**config.mk**
```make
export PLATFORM = sky130hd
export DESIGN_NAME = uart_rx_fifo
export DESIGN_NICKNAME = d
export VERILOG_FILES = /design/src/rtl/uart_rx_fifo.sv
export SDC_FILE = /design/constraint.sdc
export NUM_CORES = 1
export LEC_CHECK = 0
export BUFFER_PORTS_ARGS = -buffer_cell sky130_fd_sc_hd__buf_2
export CORE_MARGIN = 5
export CORE_UTILIZATION = 35
export DETAILED_ROUTE_END_ITERATION = 16
export RECOVER_POWER = 50
export SYNTH_ARGS = -nofsm -noshare
export SYNTH_HDL_FRONTEND = slang
export SYNTH_SLANG_ARGS = --single-unit
```
**constraint.sdc**
```tcl
create_clock -name clk -period 3.4 [get_ports clk]
set_input_delay 0.34 -clock clk [delete_from_list [all_inputs] [get_ports clk]]
set_output_delay 0.34 -clock clk [all_outputs]
set_load 0.005 [all_outputs]
```
**src/rtl/uart_rx_fifo.sv**
```systemverilog
// 8N1 UART receiver feeding a first-word-fall-through FIFO with valid/ready drain.
// Optional build macro UART_RX_MAJORITY_EN: 2-of-3 majority vote around each sample point.
module uart_rx_fifo #(
  parameter int sysclk_frequency = 1250,
  parameter int baud             = 115200,
  parameter int fifo_depth_log2  = 4
) (
  input  logic                     clk,
  input  logic                     reset,
  input  logic                     rxd,
  output logic [7:0]               q,
  output logic                     q_valid,
  input  logic                     q_ready,
  output logic [fifo_depth_log2:0] fill,
  output logic                     framing_err,
  output logic                     overrun,
  input  logic                     overrun_clr
);

  localparam int CPB   = (sysclk_frequency * 100000 + baud / 2) / baud;
  localparam int HALF  = CPB / 2;
  localparam int CW    = (CPB > 2) ? $clog2(CPB) : 1;
  localparam int AW    = fifo_depth_log2;
  localparam int DEPTH = 1 << AW;

  localparam logic [CW-1:0] CntBit = CW'(CPB - 1);
`ifdef UART_RX_MAJORITY_EN
  localparam logic [CW-1:0] CntStart = CW'(HALF);
`else
  localparam logic [CW-1:0] CntStart = CW'(HALF - 1);
`endif

  typedef enum logic [2:0] {
    S_IDLE,
    S_START,
    S_DATA,
    S_STOP,
    S_BREAK
  } state_e;

  state_e        state_q, state_d;
  logic [CW-1:0] cnt_q, cnt_d;
  logic [2:0]    bitIdx_q, bitIdx_d;
  logic [7:0]    shift_q, shift_d;
  logic          push_q, push_d;
  logic          framingErr_q, framingErr_d;
  logic          sync1_q, rxs_q;
  logic          tick, bitVal;

  logic [7:0]    mem [DEPTH];
  logic [AW:0]   wrPtr_q, rdPtr_q;
  logic          overrun_q;
  logic          full, pop, wrEn, ovSet;

  always_ff @(posedge clk) begin
    if (reset) begin
      sync1_q <= 1'b1;
      rxs_q   <= 1'b1;
    end else begin
      sync1_q <= rxd;
      rxs_q   <= sync1_q;
    end
  end

`ifdef UART_RX_MAJORITY_EN
  // The decision is taken one cycle after nominal, so the history holds nominal-1 and nominal.
  logic rxsD1_q, rxsD2_q;

  always_ff @(posedge clk) begin
    if (reset) begin
      rxsD1_q <= 1'b1;
      rxsD2_q <= 1'b1;
    end else begin
      rxsD1_q <= rxs_q;
      rxsD2_q <= rxsD1_q;
    end
  end

  assign bitVal = (rxsD2_q & rxsD1_q) | (rxsD2_q & rxs_q) | (rxsD1_q & rxs_q);
`else
  assign bitVal = rxs_q;
`endif

  assign tick = (cnt_q == '0);

  always_ff @(posedge clk) begin
    if (reset) begin
      state_q      <= S_IDLE;
      cnt_q        <= '0;
      bitIdx_q     <= '0;
      shift_q      <= '0;
      push_q       <= 1'b0;
      framingErr_q <= 1'b0;
    end else begin
      state_q      <= state_d;
      cnt_q        <= cnt_d;
      bitIdx_q     <= bitIdx_d;
      shift_q      <= shift_d;
      push_q       <= push_d;
      framingErr_q <= framingErr_d;
    end
  end

  always_comb begin
    state_d      = state_q;
    cnt_d        = tick ? cnt_q : cnt_q - CW'(1);
    bitIdx_d     = bitIdx_q;
    shift_d      = shift_q;
    push_d       = 1'b0;
    framingErr_d = 1'b0;
    case (state_q)
      S_IDLE: begin
        if (!rxs_q) begin
          state_d = S_START;
          cnt_d   = CntStart;
        end
      end
      S_START: begin
        if (tick) begin
          cnt_d    = CntBit;
          bitIdx_d = '0;
          state_d  = bitVal ? S_IDLE : S_DATA;
        end
      end
      S_DATA: begin
        if (tick) begin
          shift_d  = {bitVal, shift_q[7:1]};
          cnt_d    = CntBit;
          bitIdx_d = bitIdx_q + 3'd1;
          if (bitIdx_q == 3'd7) state_d = S_STOP;
        end
      end
      S_STOP: begin
        if (tick) begin
          if (bitVal) begin
            push_d  = 1'b1;
            state_d = S_IDLE;
          end else begin
            framingErr_d = 1'b1;
            state_d      = S_BREAK;
          end
        end
      end
      S_BREAK: begin
        if (rxs_q) state_d = S_IDLE;
      end
      default: state_d = S_IDLE;
    endcase
  end

  // A push into a full FIFO still lands if a pop frees a slot on the same edge.
  assign fill    = wrPtr_q - rdPtr_q;
  assign q_valid = (fill != '0);
  assign full    = (fill == (AW + 1)'(DEPTH));
  assign pop     = q_valid & q_ready;
  assign wrEn    = push_q & (~full | pop);
  assign ovSet   = push_q & full & ~pop;

  always_ff @(posedge clk) begin
    if (reset) begin
      wrPtr_q   <= '0;
      rdPtr_q   <= '0;
      overrun_q <= 1'b0;
    end else begin
      if (wrEn) wrPtr_q <= wrPtr_q + (AW + 1)'(1);
      if (pop)  rdPtr_q <= rdPtr_q + (AW + 1)'(1);
      overrun_q <= ovSet | (overrun_q & ~overrun_clr);
    end
  end

  always_ff @(posedge clk) begin
    if (wrEn) mem[wrPtr_q[AW-1:0]] <= shift_q;
  end

  assign q           = q_valid ? mem[rdPtr_q[AW-1:0]] : 8'h00;
  assign framing_err = framingErr_q;
  assign overrun     = overrun_q;

endmodule

```
After elaboration in Yosys (flattened, before gate mapping)
Memories as Yosys holds them, arrays and structs flattened. A register that Yosys moved wholly into a read port is not among the register bits.
Index checks and enable logic that the tools add are counted.

storage, ports and cells
  word-level logic and storage cells = 73
  memory bits (writable) = 128
  register bits = 40
  output and inout port bits = 16
  bits of input ports = 5
  memories kept = 1

memories
  memory  depth  width  rd ports  clocked after memory_dff  wr ports  line  source
  mem     16     8      1         1                         1         50    logic [7:0] mem [DEPTH];

operators by class
  multiplexer cells = 23
  reduce and logical (&&, ||, !) cells = 9
  eq/ne operators = 12
  add/subtract/negate cells = 5
  bitwise logic cells = 12

operator list
  cell                     number
  $mux W11                 3
  $mux W3                  9
  $pmux W11 S2             1
  $pmux W3 S5              1
  $ne A2 B2 Y1 const B     6
  $logic_not A11 Y1        1
  $sub A11 B1 Y11 const B  1
  $add A5 B1 Y5 const B    2
  $mux W4                  2
  $mux W8                  1
  $eq A3 B2 Y1 const B     2
  $eq A3 B3 Y1 const B     2
  $pmux W3 S2              1
  $reduce_and A6 Y1        1
  $and A1 B1 Y1            5
  $eq A5 B5 Y1 const B     1
  $not A1 Y1               5
  $reduce_bool A5 Y1       1
  $sub A5 B5 Y5            1
  $mux W1                  4
  $add A3 B1 Y3 const B    1
  $eq A3 B1 Y1 const B     1
  $logic_not A3 Y1         1
  $reduce_and A3 Y1        1
  6 further kinds          7

Logic depth before layout (Yosys ltp)
  depth after elaboration = 7
  depth in mapped cells = 9
  depth with buffers taken out = 9

Worst setup path before layout
Ideal clock, no wire load.

  path kind = register -> register
  from = register wrPtr_q[0]
  to = memory mem[10][0] (enable)
  library setup time = 0.278 ns
  cell stages (with the launch flop) = 10
  slack = 0.563 ns
  data required time = 3.122 ns
  arrival = 2.559 ns
  cells stage by stage = dfxtp_1 > inv_1 > ha_1 > fa_1 > inv_1 > or3_4 > o31ai_4 > a21boi_2 > buf_6 > and3_1

on the way
  cells in the longest elaborated chain, start to end = 7
  elaborated cells between the ends (all ways) = 9
  those cells by class = add/sub (1); eq/ne (1); mux (2); bitwise (4); reduce/logical (1)

ends and longest elaborated chain
  element                                             line      source
  from (decl)                                         51        logic [AW:0] wrPtr_q, rdPtr_q;
  from (signal assigned)                              165       if (wrEn) wrPtr_q <= wrPtr_q + (AW + 1)'(1);
  $sub A5 B5 Y5 (*)                                   152       assign fill = wrPtr_q - rdPtr_q;
  named net fill[1]                                   14        output logic [fifo_depth_log2:0] fill,
  $reduce_bool A5 Y1 or $eq A5 B5 Y1 (tied branches)  153, 154
  $and A1 B1 Y1 or $not A1 Y1 (tied branches)         155, 156
  $or A1 B1 Y1 (*)                                    156       assign wrEn = push_q & (~full | pop);
  $and A1 B1 Y1 (*)                                   156
  $mux W1 (*)                                         172       if (wrEn) mem[wrPtr_q[AW-1:0]] <= shift_q;
  $mux W1 (not written as such) (*)                   172
  to (decl)                                           50

The timed path passes the listed nets; every way through them passes the cells marked *.

Worst setup path after layout
  from = register wrPtr_q[0]
  to = output q[4]

on the way
  cells in the longest elaborated chain, start to end = 3

ends and longest elaborated chain
  element             line  source
  $sub A5 B5 Y5       152
  $reduce_bool A5 Y1  153   assign q_valid = (fill != '0);
  $mux W8             175   assign q = q_valid ? mem[rdPtr_q[AW-1:0]] : 8'h00;
  to (decl)           11    output logic [7:0] q,

Every way passes these cells.

==> run summary <==
Status: finished, violations left
Violated checks: max-capacitance violations, max-slew violations
PwrDens: 696 mW/mm2
Pint: 4.02 mW
H-tree Lvls: 4
Asr flop ratio synth: 0%
Final Routed Wirelength: 14100 um
Final hold violations: 0
Relative slew slack: -31.9%
Leakage power total: 2.79 nW
Area grow syn2layout: 13.1%
CP Capture Type: primary output
Root Driver: clkbuf_16
Hold Path Class: in2reg
Starting Density: 35.7%
CP delay by family, top: adder cells
Worst Tran Pin Value: 1.98 ns
CTS tree: done
Die Y: 154 um
Post-Syn Area: 0.00727 mm2
Warnings from Yosys: 0
Mean Syn Cell Area: 16.0 um2
Initial antenna violation count: 0
Crit-path most repeated cell: inv_1
Part of the power in registers: 42.2%
Combinational power share: 25.6%
WL per Instance: 18.5 um
Core ar.: 0.0204 mm2
DR vias/cell: 5.00
Layout cells sized above 1: 19.3%
Worst vdd ir: 0.505 mV
RSZ-0062 raised after global routing: no
Residual DRC: 0
NetSw: 1.70 mW
First-iteration detailed-routing DRC count: 344
EDFF count, synth: 128
Switching Share: 29.7%
Core Rows: 52
Final setup fails: 0
Number of I/O pins: 21
Worst Path Arrival: 2.89 ns
Num Clock Sinks: 172
CTS buffer count: 17
Die ar.: 0.0237 mm2
Seq/Total Area, Yosys: 65.0%
Yosys cell types: 50
First-pass GRT wire length: 22500 um
Port bufs: 20
Post-route setup TNS: 0 ns
CTS clock-pin slew for the worst setup and hold paths: 0.07 ns
Critical path cell sequence: inv_1 > ha_1 > fa_1 > inv_1 > or3_4 > o31ai_4 > and2_4 > buf_6 > nor2b_1 > buf_2
Fin. max-slew vios: 51
Area leader, netlist: edfxtp_1
Total track usage: 12.6%
Fillers: 1822
Minimum clock period: 3.23 ns
Routability cong.: 0.798
Achievable frequency: 310 MHz
Top_reg_cell synth: edfxtp_1
Pin count of the biggest net entering global routing: 51
# diodes: 0
Bufs and invs on worst path: 4
Critical-path top delay cell: fa_1
CP Launch Type: register
Die X: 154 um
DR pass1 iterations: 4
Tot Pwr: 5.72 mW
Total congestion overflow: 0
Critical Path RT: 3.06 ns
Vias in the first global route: 3938
FF+latch count, synth: 172
Final period util: 95.0%
Hold buffer count at CTS: 0
Setup Crit Path Kind: reg2out
Clock Latency Late Sink: 0.43 ns
Vias: 3813
Max clock buf depth: 2
Post-Route Skew: 0.00961 ns
Final HPWL DP: 9510 um
Yosys top cell area share: 52.9%
Syn Nets: 475
CP max FO: 9
Final ANT Viol Nets: 0
Clock share of power: 32.2%
Max-Cap Viols: 1
Final nets: 500
Top post-synthesis cells by area: edfxtp_1 53%, dfxtp_1 12%, mux4_2 8.1%
Synth Instances: 455
Slowest stage delay, CP: 0.54 ns
-- flip-flops by register name (all words and copies together) (netlist names), named ones only --
name,flops
mem,128
cnt_q,11
shift_q,8
rdPtr_q,5
wrPtr_q,5
bitIdx_q,3
state_q,3
bitVal,1
framing_err,1
overrun,1
push_q,1
sync1_q,1
-- synth_stat cells (2+ instances only) --
cell       number
or3_1           3
mux4_1         14
a21oi_2         2
nor4_1          4
edfxtp_1      128
dfxtp_1        44
nand2b_1        8
nor3_1          6
nand4_1         3
xnor2_1         6
nand3_1         6
xor2_1          3
and3_1         13
mux2_1          9
a2111oi_0       2
mux2i_1         4
nor3b_1         5
ha_1           14
inv_1          12
o21ai_0         2
nor2b_1        17
a21boi_2        2
nor2_1         27
and2_1          5
buf_6           4
a22oi_1         2
mux4_2         26
clkbuf_1        8
nand2_1        25
a21oi_1        25
or2_2           2
buf_1           5
buf_2           2
-- metal layers --
metal | global-route usage (%) | routed length (um)
met1 | 16.6 | 6280
met2 | 20.3 | 6960
met3 | 3.34 | 675
met4 | 4.50 | 192
met5 | 0 | 0
-- power by group through the flow --
stage,clock [mW],combinational (mW),sequential (mW)
2_1_floorplan,0,1.11,2.41
3_3_place_gp,0,1.42,2.45
3_5_place_dp,0,1.45,2.46
4_1_cts,1.88,1.47,2.41
5_1_grt,1.97,1.63,2.43
6_report,1.84,1.46,2.41
-- worst register-to-register path: stages, from the launching register on --
cell and delay, ns:
dfxtp_2 0.37, inv_1 0.09, ha_1 0.23, fa_1 0.54
inv_1 0.07, or3_4 0.39, o31ai_4 0.25, buf_4 0.17
a21boi_2 0.05, buf_4 0.20, and3_1 0.32
-- cell type report --
type	count	area, um2	area share (%)
sequential	172	4730	57.5
inverter	12	45.0	0.548
multi-input combinational	250	2370	28.8
timing repair buffer	27	163	1.98
tap	270	338	4.11
clock buffer	17	425	5.18
clock inverter	15	150	1.83
-- per-stage QoR --
stage | hold slack, ns | area (um2) | instances | worst slack (ns) | util (%)
4_1_cts | 0.0736 | 8220 | 763 | 0.0570 | 40.3
3_5_place_dp | 0.400 | 7630 | 730 | 0.426 | 37.5
6_report | 0.0930 | 8220 | 763 | 0.169 | 40.3
3_3_place_gp | 0.394 | 7630 | 730 | 0.505 | 37.5
5_1_grt | 0.0732 | 8220 | 763 | 0.00120 | 40.3
2_1_floorplan | 0.389 | 7270 | 455 | 0.563 | -
-- final timing paths --
path,start,to,slack [ns],depth (start not counted)
min reg2reg,sync1_q,bitVal,0.41,1
max reg2reg,wrPtr_q[0],mem[2][4],0.42,10
max,wrPtr_q[0],q[4],0.17,10
min,rxd,sync1_q,0.09,2
-- cells by family after synthesis --
group | count (synthesis) | synth area share [%]
buffers and inverters | 33 | 2.43
xor gates and xnor gates | 10 | 1.31
adders and majority gates | 15 | 2.69
AOI/OAI and AO/OA | 42 | 3.94
muxes | 54 | 15.2
DFF | 172 | 65.0
and+or+nand+nor | 129 | 9.40
-- layout by cell type, fill, tap and decap left out, types with 6 or more instances in the layout --
cell       count
nor3_1         6
xnor2_1        6
buf_2         15
mux4_1        14
edfxtp_1     128
inv_1         12
nand2_1       25
dfxtp_1       42
ha_1          14
nand3_1        6
nor2b_1       17
mux4_2        26
clkbuf_16     17
mux2_1         9
nand2b_1       8
a21oi_1       25
and3_1        13
nor2_1        27
-- timing repair --
item / CTS / global route
pin swaps: 1 / 0
gates cloned: 0 / 0
resized for setup: 1 / 3
setup buffers: 1 / 0
setup endpoints to repair: 9 / 9
(Power assumes the default switching activity.)
